<file path="src/rtl/bfly12_pkg.sv">
// Shared FFT package: lane geometry and default widths for the butterfly stages.
package bfly12_pkg;

  localparam int unsigned FFT_WIDTH   = 15;  // signed input lane width, 6 fractional bits
  localparam int unsigned FFT_CLK_CNT = 4;   // valid beats per frame
  localparam int unsigned FFT_LANES   = 16;  // lanes per data array
  localparam int unsigned FFT_ARRAYS  = 4;   // sum_re, sum_im, diff_re, diff_im

  // Index width for a beat counter; never narrower than one bit.
  function automatic int unsigned idx_width(input int unsigned n);
    return (n > 1) ? $clog2(n) : 1;
  endfunction

endpackage

</file>
<file path="src/rtl/bfly12_counter.sv">
// Enabled modulo counter: counts 0..COUNT_MAX_VAL, advancing only when en is high.
module bfly12_counter #(
  parameter int unsigned COUNT_MAX_VAL = 3,
  parameter int unsigned CNT_W         = 2
) (
  input  logic             clk,
  input  logic             rstn,
  input  logic             en,
  output logic [CNT_W-1:0] count
);

  logic [CNT_W-1:0] r_count;

  // Advance on enable, wrapping back to zero after the terminal value.
  always_ff @(posedge clk or negedge rstn) begin
    if (!rstn) begin
      r_count <= '0;
    end else if (en) begin
      if (r_count == CNT_W'(COUNT_MAX_VAL)) r_count <= '0;
      else                                  r_count <= r_count + CNT_W'(1);
    end
  end

  assign count = r_count;

endmodule

</file>
<file path="src/rtl/bfly12.sv">
// Radix-2 butterfly across lane pairs (n, n+4) of four data arrays, two register stages,
// with frame beat index and start/end-of-frame flags travelling alongside the data.
module bfly12
  import bfly12_pkg::*;
#(
  parameter int unsigned WIDTH   = FFT_WIDTH,
  parameter int unsigned CLK_CNT = FFT_CLK_CNT
) (
  input  logic                                clk,
  input  logic                                rstn,
  input  logic                                bfly12_valid,
  input  logic signed [WIDTH-1:0]             i_sum_re  [0:FFT_LANES-1],
  input  logic signed [WIDTH-1:0]             i_sum_im  [0:FFT_LANES-1],
  input  logic signed [WIDTH-1:0]             i_diff_re [0:FFT_LANES-1],
  input  logic signed [WIDTH-1:0]             i_diff_im [0:FFT_LANES-1],
  output logic signed [WIDTH:0]               o_sum_re  [0:FFT_LANES-1],
  output logic signed [WIDTH:0]               o_sum_im  [0:FFT_LANES-1],
  output logic signed [WIDTH:0]               o_diff_re [0:FFT_LANES-1],
  output logic signed [WIDTH:0]               o_diff_im [0:FFT_LANES-1],
  output logic                                o_bfly12_valid,
  output logic [idx_width(CLK_CNT)-1:0]       o_blk_idx,
  output logic                                o_sop,
  output logic                                o_eop
);

  localparam int unsigned IDX_W = idx_width(CLK_CNT);

  logic signed [WIDTH-1:0] w_in   [FFT_ARRAYS][FFT_LANES];
  logic signed [WIDTH-1:0] r_s1   [FFT_ARRAYS][FFT_LANES];
  logic signed [WIDTH:0]   w_bf   [FFT_ARRAYS][FFT_LANES];
  logic signed [WIDTH:0]   r_s2   [FFT_ARRAYS][FFT_LANES];
  logic                    r_s1_valid, r_s2_valid;
  logic [IDX_W-1:0]        r_s1_idx, r_s2_idx;
  logic [IDX_W-1:0]        w_beat;

  // Beat position of the incoming beat; advances only on accepted beats.
  bfly12_counter #(
    .COUNT_MAX_VAL (CLK_CNT - 1),
    .CNT_W         (IDX_W)
  ) u_beat_cnt (
    .clk   (clk),
    .rstn  (rstn),
    .en    (bfly12_valid),
    .count (w_beat)
  );

  // Gather the four input arrays into one indexable array.
  always_comb begin
    for (int n = 0; n < FFT_LANES; n++) begin
      w_in[0][n] = i_sum_re[n];
      w_in[1][n] = i_sum_im[n];
      w_in[2][n] = i_diff_re[n];
      w_in[3][n] = i_diff_im[n];
    end
  end

  // Stage 1: capture input lanes and beat index on valid; hold otherwise.
  always_ff @(posedge clk or negedge rstn) begin
    if (!rstn) begin
      r_s1_valid <= 1'b0;
      r_s1_idx   <= '0;
      for (int a = 0; a < FFT_ARRAYS; a++)
        for (int n = 0; n < FFT_LANES; n++) r_s1[a][n] <= '0;
    end else begin
      r_s1_valid <= bfly12_valid;
      if (bfly12_valid) begin
        r_s1_idx <= w_beat;
        for (int a = 0; a < FFT_ARRAYS; a++)
          for (int n = 0; n < FFT_LANES; n++) r_s1[a][n] <= w_in[a][n];
      end
    end
  end

  // Full-precision butterfly: lanes n with (n mod 8) < 4 pair with lane n+4.
  for (genvar a = 0; a < FFT_ARRAYS; a++) begin : g_arr
    for (genvar n = 0; n < FFT_LANES; n++) begin : g_lane
      if ((n % 8) < 4) begin : g_bf
        logic signed [WIDTH:0] w_a, w_b;
        assign w_a           = {r_s1[a][n][WIDTH-1], r_s1[a][n]};
        assign w_b           = {r_s1[a][n+4][WIDTH-1], r_s1[a][n+4]};
        assign w_bf[a][n]    = w_a + w_b;
        assign w_bf[a][n+4]  = w_a - w_b;
      end
    end
  end

  // Stage 2: register butterfly results and index when stage 1 holds a valid beat.
  always_ff @(posedge clk or negedge rstn) begin
    if (!rstn) begin
      r_s2_valid <= 1'b0;
      r_s2_idx   <= '0;
      for (int a = 0; a < FFT_ARRAYS; a++)
        for (int n = 0; n < FFT_LANES; n++) r_s2[a][n] <= '0;
    end else begin
      r_s2_valid <= r_s1_valid;
      if (r_s1_valid) begin
        r_s2_idx <= r_s1_idx;
        for (int a = 0; a < FFT_ARRAYS; a++)
          for (int n = 0; n < FFT_LANES; n++) r_s2[a][n] <= w_bf[a][n];
      end
    end
  end

  // Scatter stage-2 results onto the output arrays.
  always_comb begin
    for (int n = 0; n < FFT_LANES; n++) begin
      o_sum_re[n]  = r_s2[0][n];
      o_sum_im[n]  = r_s2[1][n];
      o_diff_re[n] = r_s2[2][n];
      o_diff_im[n] = r_s2[3][n];
    end
  end

  assign o_bfly12_valid = r_s2_valid;
  assign o_blk_idx      = r_s2_idx;
  assign o_sop          = r_s2_valid & (r_s2_idx == '0);
  assign o_eop          = r_s2_valid & (r_s2_idx == IDX_W'(CLK_CNT - 1));

endmodule

</file>
<file path="config.mk">
export PLATFORM = sky130hd
export DESIGN_NAME = bfly12
export DESIGN_NICKNAME = d
export VERILOG_FILES = /design/src/rtl/bfly12_pkg.sv /design/src/rtl/bfly12_counter.sv /design/src/rtl/bfly12.sv
export SDC_FILE = /design/constraint.sdc
export NUM_CORES = 2
export LEC_CHECK = 0
export CORE_AREA = 2 2 787 789
export CTS_BUF_LIST = sky130_fd_sc_hd__clkbuf_2 sky130_fd_sc_hd__clkbuf_4 sky130_fd_sc_hd__clkbuf_8
export CTS_CLUSTER_DIAMETER = 100
export CTS_CLUSTER_SIZE = 28
export DETAILED_ROUTE_END_ITERATION = 6
export DIE_AREA = 0 0 789 791
export SLEW_MARGIN = 20
export SYNTH_ARGS = -nofsm -noshare
export SYNTH_HDL_FRONTEND = slang
export SYNTH_SLANG_ARGS = --single-unit
</file>
<file path="constraint.sdc">
create_clock -name clk -period 3.7 [get_ports clk]
set_input_delay 0.74 -clock clk [delete_from_list [all_inputs] [get_ports clk]]
set_output_delay 0.74 -clock clk [all_outputs]
set_load 0.01 [all_outputs]
</file>
==> reports/metrics.cfg <==
[layout]
final_cells = 21912
drive_above_1_share_pct = 9.99
nets = 15569
syn_to_final_growth_pct = 30.7
fillCellCount = 66468
final_cell_mix = 1,961 x clkdlybuf4s50_1, 1,959 x dfrtp_1, 1,013 x nor2_1
final_common_cell = clkdlybuf4s50_1

[timing]
tightest_slew_ps = 1160
post-route-period-util_pct = 96.0
setup_viol = 0
rsz0062_at_grt = false
slew-limit-headroom_pct = 22.4
clock_skew_ps = 166
finalSetupTns_ps = 0
max_freq_mhz = 281
finalHoldViolCount = 0
drv_slew = 0
fin_crit_ps = 3550
holdWs_ps = 178

[detailed_routing]
ant_nets = 0
wl_per_cell_um = 28.2
dr.pass1.iters = 7
via_per_inst = 4.43
drc = 0
drtIter0Drc = 8423
num_vias = 96965
postRouteWirelength_um = 618000

[critical_path]
r2r_setup_slack_ps = 590
r2r-start = g_arr[0].g_lane[1].g_bf.w_a[0]$_DFFE_PN0P_
cp.required_ps = 2960
slowest_delay_ps = 1240
r2r_cells = 12
critical_path_buf_inv_count = 1
path_depth = 1
worstSetupPathType = flip-flop to output port
cp_max_fo = 2
rr_endpoint = o_sum_re[174]$_DFFE_PN0P_
end_kind = output port
arrival_ps = 2810
cpLargestDelayFamily = buffers and inverters
slowest_stage = clkdlybuf4s50_1
critPathLaunchType = flip-flop
crit_chain = clkdlybuf4s50_1

[global_routing]
grt_start_max_net_pins = 138
grt_pass1_vias = 94177
grt-ovfl-total = 0
grt_pass1_wl_um = 823000
antenna_found_initial = 209
grt_use_total_pct = 18.9

[logic_synthesis]
netlist_area_sq_um = 114000
yosys_warnings = 0
syn_nets = 13714
ys_seq_area_share_pct = 43.1
synth_top_area_share_pct = 43.1
syn_inst = 11726
synth_top_cell_by_area = dfrtp_1
ys.flop_type = dfrtp_1
async_flop_share_pct = 100
synth_seq_cells = 1960
avgSynthCellArea_sq_um = 9.71
synth_edf_count = 0
synth_area_leaders = dfrtp_1 43%, ha_1 11%, mux2_2 8.5%
yosysUniqueCellTypes = 94

[min_path]
min_path_type = input port to flip-flop
hold_end = g_arr[1].g_lane[8].g_bf.w_b[14]$_DFFE_PN0P_
hp-start = i_sum_im[59]
hold_path_depth = 3

[floorplanning]
die_y_um = 791
core_area_sq_um = 617000
rows = 289
initial_core_util_pct = 18.5
die_area_sq_um = 624000
io_pins = 1992
dieWidth_um = 789

[cts]
clk_latency_ps = 1250
clock_sinks = 1960
cts_tree = built
cts_made_buffers = 125
clock_path_buffers = 4
cts_root_buf = clkbuf_8
cts_htree_levels = 3
cts_setup_buffers = 0
clkTransAtPathRegs_ps = 180

[pwr]
power.density_nw_per_um2 = 561
ir_drop_v = 0.000383
intPower_uw = 46300
p_sw_share_pct = 44.6
clkPwrFrac_pct = 16.6
p_leak_uw = 0.0622
p_switching_uw = 37200
pwr-share-seq_pct = 36.2
power_frac_comb_pct = 47.2

[placed_design]
dpl.cell_count = 21415
hpwl_um = 527000
port_buffers = 1991
gp_congestion = 1.01

[outcome]
status = finished, final reports clean

[run]
maxCapViolations = 0

==> sequential cells by signal (all words and copies together) (netlist names) <==
register and flops:
g_arr.g_lane.g_bf.w_a 480, o_diff_im 248, u_beat_cnt.count 2, r_s1_idx 2, r_s1_valid 1, o_sum_im 248, o_bfly12_valid 1, g_arr.g_lane.g_bf.w_b 480
o_sum_re 248, o_diff_re 248, o_blk_idx 2
==> metrics by stage <==
step | area [sq um] | power, uW | util [%] | setup WS (ps)
after detailed placement | 143000 | 69900 | 23.3 | 675
after global routing | 149000 | 87600 | 24.1 | 35.7
after CTS | 149000 | 84400 | 24.1 | 13.4
final | 149000 | 83500 | 24.1 | 147
after global placement | 143000 | 69800 | 23.3 | 615
after floorplan | 114000 | 45800 | - | 1090
==> power groups by stage <==
stage	registers [uW]	logic (uW)	clock network, uW
finish	30200	39400	13900
detailed placement	30600	39300	0
global placement	30500	39300	0
global route	30800	41800	15000
CTS	30200	39800	14400
floorplan	30800	15100	0
==> per-layer routing <==
metal	global-route usage (%)	up-vias	part of all wire [%]
met5	0	-	0.075
met2	28.9	3475	43
met1	23.5	48769	41
met3	6.63	868	9.1
met4	10.0	68	6.2
li1	-	43785	-
==> worst max-delay path by stage <==
stage	from	end	slack (ps)
2_1_floorplan	g_arr[2].g_lane[1].g_bf.w_b[0]$_DFFE_PN0P_	o_diff_re[238]$_DFFE_PN0P_	1090
3_3_place_gp	g_arr[0].g_lane[1].g_bf.w_b[0]$_DFFE_PN0P_	o_sum_re[174]$_DFFE_PN0P_	610
3_5_place_dp	g_arr[0].g_lane[1].g_bf.w_a[0]$_DFFE_PN0P_	o_sum_re[174]$_DFFE_PN0P_	670
4_1_cts	o_sum_re[152]$_DFFE_PN0P_	o_sum_re[152]	10
5_1_grt	o_sum_re[152]$_DFFE_PN0P_	o_sum_re[152]	40
6_report	o_sum_re[215]$_DFFE_PN0P_	o_sum_re[215]	150
==> cells by family after synthesis <==
group,share of synthesized area [%]
AO/OA/AOI/OAI,14.9
AND/OR/NAND/NOR,10.8
flip-flops,43.1
buffers and inverters,5.36
adder cells (fa/ha/maj),11.7
multiplexers,8.67
XOR/XNOR,5.49
==> Yosys cell counts (36+ instances only) <==
master,instances
or3_1,77
a211oi_1,59
fa_1,64
mux2_2,864
clkbuf_1,516
nor4_1,55
a21oi_1,924
o21ai_1,139
ha_1,961
o31a_1,36
o21a_1,77
buf_1,38
o21ai_0,790
and3_1,54
inv_1,909
nand4_1,39
dfrtp_1,1960
a21o_1,90
o211ai_1,45
nand3_1,108
nand2b_1,153
nor2_1,1013
nand2_1,879
xnor2_1,632
nor2b_1,118
o21bai_1,117
xor2_1,81
o31ai_1,108
nor3_1,155
a221oi_1,41
a31oi_1,114
==> layout make-up <==
type | instances | area [sq um] | share of cell area [%]
sequential | 1960 | 49100 | 33.0
inverter | 947 | 3560 | 2.40
multi-input combinational | 8202 | 58700 | 39.5
timing repair buffer | 2345 | 23800 | 16.0
clock inverter | 91 | 1460 | 0.983
tap | 8148 | 10200 | 6.85
clock buffer | 132 | 1810 | 1.22
antenna | 87 | 218 | 0.146
==> worst min-delay path, cell delays in order <==
cell and delay (ps):
clkdlybuf4s50_1 390, nand2_1 60, o21ai_0 70
==> what timing repair did <==
action	in CTS	in global routing
gates cloned	0	0
endpoints found under the setup margin	5	1
endpoints found under the hold margin	647	0
resized for setup	5	1
hold buffers	187	0
Note: power is estimated with default switching activity, not from simulation.
